**src/rtl/mem_responder.sv**
```systemverilog
// rtl/mem_responder.sv - Memory-side responder with programmable wait states and idle-time preload port.
// Serves one latched read or write per transaction and answers it with a one-cycle mem_ready.
module mem_responder #(
  parameter int ADDR_W      = 8,
  parameter int DATA_W      = 8,
  parameter int WAIT_CYCLES = 2
) (
  input  logic              clock,
  input  logic              reset,
  input  logic              mem_read,
  input  logic              mem_write,
  input  logic [ADDR_W-1:0] addr,
  input  logic [DATA_W-1:0] wdata,
  output logic [DATA_W-1:0] rdata,
  output logic              mem_ready,
  output logic              busy,
  output logic              err,
  input  logic              load_en,
  input  logic [ADDR_W-1:0] load_addr,
  input  logic [DATA_W-1:0] load_data
);

  typedef enum logic [1:0] {IDLE, WAIT, RESP} state_t;

  localparam logic [3:0] WAIT_CNT = 4'(WAIT_CYCLES);

  state_t              state_q;
  logic [3:0]          cnt_q;
  logic                op_write_q;
  logic [ADDR_W-1:0]   addr_q;
  logic [DATA_W-1:0]   wdata_q;
  logic [DATA_W-1:0]   rdata_q;
  logic                err_q;

  logic [DATA_W-1:0]   mem_q [2**ADDR_W];

  logic                mem_we;
  logic [ADDR_W-1:0]   mem_waddr;
  logic [DATA_W-1:0]   mem_wdata;

  // Preload and the deferred transaction write share the single array write port.
  always_comb begin
    mem_we    = 1'b0;
    mem_waddr = addr_q;
    mem_wdata = wdata_q;
    if (state_q == IDLE && load_en) begin
      mem_we    = 1'b1;
      mem_waddr = load_addr;
      mem_wdata = load_data;
    end else if (state_q == WAIT && cnt_q == 4'd0 && op_write_q) begin
      mem_we = 1'b1;
    end
  end

  // No reset on the array: contents survive reset, and reset blocks any pending write.
  always_ff @(posedge clock) begin
    if (mem_we && !reset) begin
      mem_q[mem_waddr] <= mem_wdata;
    end
  end

  always_ff @(posedge clock or posedge reset) begin
    if (reset) begin
      state_q    <= IDLE;
      cnt_q      <= 4'd0;
      op_write_q <= 1'b0;
      addr_q     <= '0;
      wdata_q    <= '0;
      rdata_q    <= '0;
      err_q      <= 1'b0;
    end else begin
      err_q <= 1'b0;
      case (state_q)
        IDLE: begin
          if (load_en) begin
            state_q <= IDLE;
          end else if (mem_read && mem_write) begin
            err_q <= 1'b1;
          end else if (mem_read || mem_write) begin
            op_write_q <= mem_write;
            addr_q     <= addr;
            wdata_q    <= wdata;
            cnt_q      <= WAIT_CNT;
            state_q    <= WAIT;
          end
        end
        WAIT: begin
          if (cnt_q != 4'd0) begin
            cnt_q <= cnt_q - 4'd1;
          end else begin
            if (!op_write_q) begin
              rdata_q <= mem_q[addr_q];
            end
            state_q <= RESP;
          end
        end
        RESP: begin
          state_q <= IDLE;
        end
        default: begin
          state_q <= IDLE;
        end
      endcase
    end
  end

  assign mem_ready = (state_q == RESP);
  assign busy      = (state_q != IDLE);
  assign rdata     = rdata_q;
  assign err       = err_q;

endmodule

```
**config.mk**
```make
export PLATFORM = sky130hd
export DESIGN_NAME = mem_responder
export DESIGN_NICKNAME = d
export VERILOG_FILES = /design/src/rtl/mem_responder.sv
export SDC_FILE = /design/constraint.sdc
export NUM_CORES = 2
export LEC_CHECK = 0
export CAP_MARGIN = 10
export CORE_ASPECT_RATIO = 0.8
export CORE_MARGIN = 2
export CORE_UTILIZATION = 45
export DETAILED_ROUTE_END_ITERATION = 6
export HOLD_SLACK_MARGIN = 0.05
export SETUP_SLACK_MARGIN = 0.02
export SLEW_MARGIN = 20
export SYNTH_ARGS = -nofsm -noshare
export SYNTH_HDL_FRONTEND = slang
export SYNTH_SLANG_ARGS = --single-unit
```
**constraint.sdc**
```tcl
create_clock -name clock -period 16.3 [get_ports clock]
set_input_delay 3.26 -clock clock [delete_from_list [all_inputs] [get_ports clock]]
set_output_delay 3.26 -clock clock [all_outputs]
set_load 0.05 [all_outputs]
```
## Yosys cells after proc, flatten, opt, wreduce, memory -nomap -nowiden

Memory sizes are Yosys's and may differ from the RTL's. A register that Yosys moved wholly into a read port is not among the register bits.
Index checks and enable logic that the tools add are counted.

| cells by class | value |
|---|---|
| add/subtract/negate cells | 1 |
| equality and inequality tests | 9 |
| multiplexer cells | 19 |
| bitwise operators | 4 |
| reduce and logical (&&, ||, !) cells | 16 |

Operators with widths:

| cell | count |
|---|---|
| 4-bit 2-to-1 mux | 4 |
| 8-bit 2-to-1 mux | 2 |
| 2-bit 2-to-1 mux | 4 |
| 4-bit case mux with 2 select lines | 1 |
| 1-bit 2-to-1 mux | 7 |
| 2-bit != test, second input constant | 3 |
| 3-bit AND reduction | 2 |
| 1-bit logical AND | 5 |
| 5-bit AND reduction | 1 |
| 4-bit zero test | 1 |
| 2-bit by 1-bit != test with 1-bit output, second input constant | 2 |
| 1-bit inverter | 4 |
| 2-bit case mux with 2 select lines | 1 |
| 4-bit AND reduction | 1 |
| 2-bit nonzero test | 2 |
| 4-bit nonzero test | 1 |
| 4-bit by 1-bit subtractor with 4-bit output, second input constant | 1 |
| 3-bit by 2-bit != test with 1-bit output, second input constant | 1 |
| 3-bit != test, second input constant | 1 |
| 2-bit by 1-bit == test with 1-bit output, second input constant | 1 |
| 2-bit == test, second input constant | 1 |
| 2-bit zero test | 1 |
| 1-bit zero test | 1 |
| 1-bit logical OR | 1 |

| storage, ports and cells | value |
|---|---|
| register bits | 24 |
| RAM bits | 2048 |
| input bits | 37 |
| output and inout bits | 11 |
| logic and storage cells | 56 |
| memories | 1 |

Memories:

| memory | words | width | read ports | clocked after Yosys merged registers in | write ports | RTL line | text |
|---|---|---|---|---|---|---|---|
| mem_q | 256 | 8 | 1 | 1 | 1 | 35 | `logic [DATA_W-1:0] mem_q [2**ADDR_W];` |

## Logic depth before layout (Yosys ltp)

| depth | value |
|---|---|
| depth in word-level cells | 8 |
| mapped depth | 13 |

## Worst setup path before layout

Ideal clock, no wire load.

| path | value |
|---|---|
| kind | input -> register |
| start point | input port load_en |
| end point | memory mem_q[0][0], data pin |
| setup time | 0.823 ns |
| arrival | 7.075 ns |
| setup slack | 8.403 ns |
| cell stages on the path | 5 |
| cells stage by stage | and2_1 -> clkbuf_1 -> buf_1 -> nand2_1 -> nand2_1 |

| between the ends | value |
|---|---|
| cells in the longest elaborated chain, start to end | 2 |

Ends and longest elaborated chain:

| element | RTL line | text |
|---|---|---|
| from (decl) | 18 | `input logic load_en,` |
| 1-bit logical AND | 46 | `if (state_q == IDLE && load_en) begin` |
| 8-bit 2-to-1 mux | 46 |  |
| via mem_wdata[0] | 39 | `logic [DATA_W-1:0] mem_wdata;` |
| to (decl) | 35 |  |

The timed path passes the listed nets, and every way through them passes these cells.

## Worst setup path after layout

| path | value |
|---|---|
| start point | input port load_en |
| end point | memory mem_q[197][2], data pin |

The elaborated chain is that of the path after synthesis.

==> results <==
- The flow ran to the end, and the final reports show no timing, DRC or antenna violations.
- The post-synthesis area per instance is 19.7 sq um.
- The slowest stage cell on the critical path is sky130_fd_sc_hd__buf_4.
- The data arrival at the endpoint of the critical path is 7.17 ns.
- The top cell type by area accounts for 75.7% of the synthesized area.
- During synthesis, Yosys emitted a total of 0 warnings.
- Setup repair after global routing left no endpoint under its margin.
- The number of rows in the core area is 139.
- The number of global-route vias before repair came to 41100.
- The iteration count of the initial detailed-routing pass is 6.
- The TritonCTS clock tree is built.
- The multi-input combinational cells in the finished layout cover a total of 17700 sq um.
- The final route contains 42200 vias.
- The worst register-to-register path begins at addr_q[0]$_DFFE_PP0P_.
- No sink is reached through more buffers than the 3 on the longest clock path.
- The global-route wire length before repair is 321 mm.
- For this run, the total global-route usage over all layers was measured as between 20% and 30%.
- The half-perimeter wire length after detailed placement is around 140 mm.
- The cell chosen for the clock root is sky130_fd_sc_hd__clkbuf_16.
- The share of the synthesized netlist area taken by xor and xnor gates is 0.0323%.
- The synthesized netlist devotes between 3 and 4% of its cell area to compound gates.
- The most frequent cell after synthesis is sky130_fd_sc_hd__edfxtp_1.
- Subtracting the final worst setup slack from the clock period gives 6.67 ns.
- The worst setup margin is 9.63 ns.
- The total count of max-transition violations in the final report is 0.
- The remaining max-slew budget at the tightest pin is 20.9%.
- The fraction of the yosys area taken by sequential cells is 76.7%.
- The count of flip-flops with a built-in enable after synthesis is between 2000 and 2500.
- The number of cells on the worst reg-to-reg path is 9.
- The final-stage net count is between 4000 and 5000.
- The area growth from synthesis to layout is 11.6%.
- The sequential standard cell area is 62300 sq um.
- The gate count of the mapped netlist is 4121.
- Using the TritonRoute via totals, the vias-per-cell ratio works out to 6.23.
- The portion of synthesized area spent on multiplexers is between 10 and 15%.
- VDD sags by at most around 140 uV.
- The clock buffer count from CTS is 191.
- The destination of the critical timing path is mem_q[197][2]$_DFFE_PP_.
- The family of cells with the greatest summed delay on the critical path is buffers and inverters.
- The post-cts sizing count is 0.
- The number of violations reported at the end of detailed-routing iteration 0 is between 6000 and 7000.
- The endpoint required time on the critical path is roughly 17 ns.
- The hold violation count in the final report is 0.
- The type of origin of the critical path is an input pin.
- The quantity of hold-fixing buffers added after cts is 0.
- The kind of end point of the critical path is a flop.
- The total nets after synthesis is around 4200.
- The number of antenna violations at the first check in global routing is 8.
- The initial utilization of the core area, before any placement, comes to ~45%.
- Walking the worst path, the cells encountered are clkdlybuf4s50_1 -> and2_1 -> buf_4 -> nand2_1 -> nand2_4 -> buf_4 -> buf_4.
- The final-layout worst hold slack is 0.516 ns.
- The post-CTS repair timing setup buffer count is 0.
- The horizontal die dimension is around 480 um.
- The clock latency reported for the late side of the worst-skew pair is 0.83 ns.
- The number of failing setup endpoints in the final timing report is 0.
- The period utilization is just over 40%.
- The category of the most critical setup path is input pin to flop.
- The async set or reset register ratio after synthesis is roughly 1.5%.
- The path class of the tightest hold or removal check is flop to flop.
- Static timing analysis puts the maximum clock frequency at 150 MHz.
- CTS built an H-tree with a depth of 4.
- The measured slew at the worst slew-check pin is 1.18 ns.
- After synthesis, the largest family of logic cells by area is multiplexers.
- OpenSTA, run right after detailed placement, puts the worst setup slack at 8.52 ns.
- The total clock sinks is roughly 2100.
- The number of top-level pins is 48.
- The average routed wire per standard cell is roughly 34 um.
- The most used flip-flop cell after synthesis is sky130_fd_sc_hd__edfxtp_1.
- The pin count of the biggest net entering global routing is 159.
- The core region is 179000 sq um.
- The worst clock skew is between 0.03 and 0.04 ns.
- The total global routing overflow is 0.
- After synthesis the cells add up to 81200 sq um.
- The residual DRC count is 0.
- The count of buffering cells on the critical path with inverters included is 4.
- After detailed routing, the total wire length is 228 mm.
- The worst setup path startpoint is load_en.
- The fill cell instance count of the final layout is 14200.
- Sorting the synthesized cells by area gives the leading types as sky130_fd_sc_hd__edfxtp_1 76%, sky130_fd_sc_hd__mux4_2 10%, sky130_fd_sc_hd__mux2i_1 4.1%, sky130_fd_sc_hd__nor2_1 1.3%, sky130_fd_sc_hd__dfrtp_1 0.99%.
- Along the worst path, the maximum fanout reaches 71.
- The overall die area is about 180000 sq um.
- Ranked by instance count, the synthesized netlist is headed by 2048 x sky130_fd_sc_hd__edfxtp_1, 360 x sky130_fd_sc_hd__mux4_2, 336 x sky130_fd_sc_hd__mux2i_1.
- The final design instance area without fill is 90600 sq um.
- The endpoint of the most critical register-to-register path is rdata[3]$_DFFE_PP0P_.
- The setup TNS after final layout is 0 ns.
- The max-capacitance violation count is 0.
- The antenna violation net count after detailed routing is 0.
- In this run the power density over the cells is 185 nW/um^2.
- In this run the cell area measured after placement is 84400 sq um.
- In this run the register-to-register setup slack is around 10 ns.
- Summed over all instances, the cell type with the most area after synthesis is sky130_fd_sc_hd__edfxtp_1.
- The total leakage power is between 20 and 30 nW.
- The cell seen most often among critical-path stages is sky130_fd_sc_hd__buf_4.
- The instance count on the critical path is 7.
- The vertical extent of the die is 384 um.
- The number of distinct library cells after synthesis is 68.
- Synthesis inferred 2080 register bits.
- The register clock-pin slew on the reported worst setup and hold paths is 0.06 ns.
- The utilization of the core after routing is 50.5%.
- Of the cells placed in the final design, the portion with a size suffix greater than 1 is 18.3%.
- In this run the tool buffered the top-level ports with 47 buffer cells.
- The fraction of the mapped netlist area in adder cells is less than 1%.
- In this design, the stage delay of the slowest critical-path cell is 0.87 ns.
- The simple-gate share of the synthesized area is 3.31%.
- The congestion estimate from routability-driven global placement came to 0.897.
## flip-flops by register name (all words and copies together), names as in the netlist
register / flops
state_q: 2
addr_q: 8
op_write_q: 1
err: 1
wdata_q: 8
cnt_q: 4
mem_q: 2048
rdata: 8
## cell usage in the layout (no fill, tap or decap), types with 37 or more instances in the layout
cell type	n
sky130_fd_sc_hd__edfxtp_1	2048
sky130_fd_sc_hd__mux4_2	360
sky130_fd_sc_hd__mux2i_1	336
sky130_fd_sc_hd__nor2_1	279
sky130_fd_sc_hd__clkbuf_16	195
sky130_fd_sc_hd__nand2_1	186
sky130_fd_sc_hd__o22ai_1	109
sky130_fd_sc_hd__buf_4	97
sky130_fd_sc_hd__a21oi_1	60
sky130_fd_sc_hd__o221ai_1	60
sky130_fd_sc_hd__clkdlybuf4s50_1	47
sky130_fd_sc_hd__nand3_1	44
sky130_fd_sc_hd__clkbuf_1	43
sky130_fd_sc_hd__o21ai_0	42
sky130_fd_sc_hd__a22oi_1	42
sky130_fd_sc_hd__clkinv_1	38
sky130_fd_sc_hd__clkinv_2	37
## logic make-up (layout without fill, tap and decap cells)
group           count (synthesis)  after routing
buf+inv                       255            516
other cells                     0              4
fa+ha+maj                       2              2
mux                           715            715
compound gates                442            442
simple gates                  624            624
flops                        2080           2080
xor+xnor                        3              3
## worst reg2reg max path: stages (launching register included)
cell	delay, ns
sky130_fd_sc_hd__dfrtp_4	0.92
sky130_fd_sc_hd__buf_4	0.68
sky130_fd_sc_hd__buf_4	0.64
sky130_fd_sc_hd__buf_4	0.69
sky130_fd_sc_hd__and2_1	1.03
sky130_fd_sc_hd__a221oi_1	0.23
sky130_fd_sc_hd__a221oi_1	0.90
sky130_fd_sc_hd__a2111oi_1	0.26
sky130_fd_sc_hd__a22oi_1	0.26
sky130_fd_sc_hd__o21ai_1	0.09
## layout make-up
class / instances / area share (%)
well taps: 2397 / 3.31
clock inverters: 111 / 1.21
inverters: 9 / 0.0428
diodes: 4 / 0.0110
repair buffers: 151 / 1.46
clock buffers: 245 / 5.67
multi-input cells: 1786 / 19.5
flip-flops and latches: 2080 / 68.8
## power breakdown
part,switching [mW],internal (mW)
sequential,0.155,6.83
clock,1.98,2.53
combinational,3.69,1.56
## per-stage QoR
step | power, mW | std cells
detailed placement | 12.3 | 6422
global route | 17.2 | 6781
finish | 16.7 | 6783
global placement | 12.3 | 6422
CTS | 16.8 | 6778
floorplan | 10.4 | 4121
## how the worst min path moves through the flow
| stage | to | depth (start not counted) | slack, ns | startpoint |
|---|---|---|---|---|
| after floorplan | wdata_q[7]$_DFFE_PP0P_ | 1 | 0.48 | wdata_q[7]$_DFFE_PP0P_ |
| after global placement | wdata_q[7]$_DFFE_PP0P_ | 1 | 0.49 | wdata_q[7]$_DFFE_PP0P_ |
| after detailed placement | wdata_q[1]$_DFFE_PP0P_ | 1 | 0.50 | wdata_q[1]$_DFFE_PP0P_ |
| after CTS | wdata_q[7]$_DFFE_PP0P_ | 1 | 0.51 | wdata_q[7]$_DFFE_PP0P_ |
| after global routing | wdata_q[7]$_DFFE_PP0P_ | 1 | 0.53 | wdata_q[7]$_DFFE_PP0P_ |
| final | wdata_q[7]$_DFFE_PP0P_ | 1 | 0.52 | wdata_q[7]$_DFFE_PP0P_ |
## layer usage
layer  wire length, um  global-route usage (%)  vias up
met5                29                       0        -
met4              5610                    6.40        6
met3             26400                    6.51      333
met2            101000                    36.1     2398
met1             95300                    37.1    22300
li1                  -                       -    17200
(Power assumes the default switching activity.)
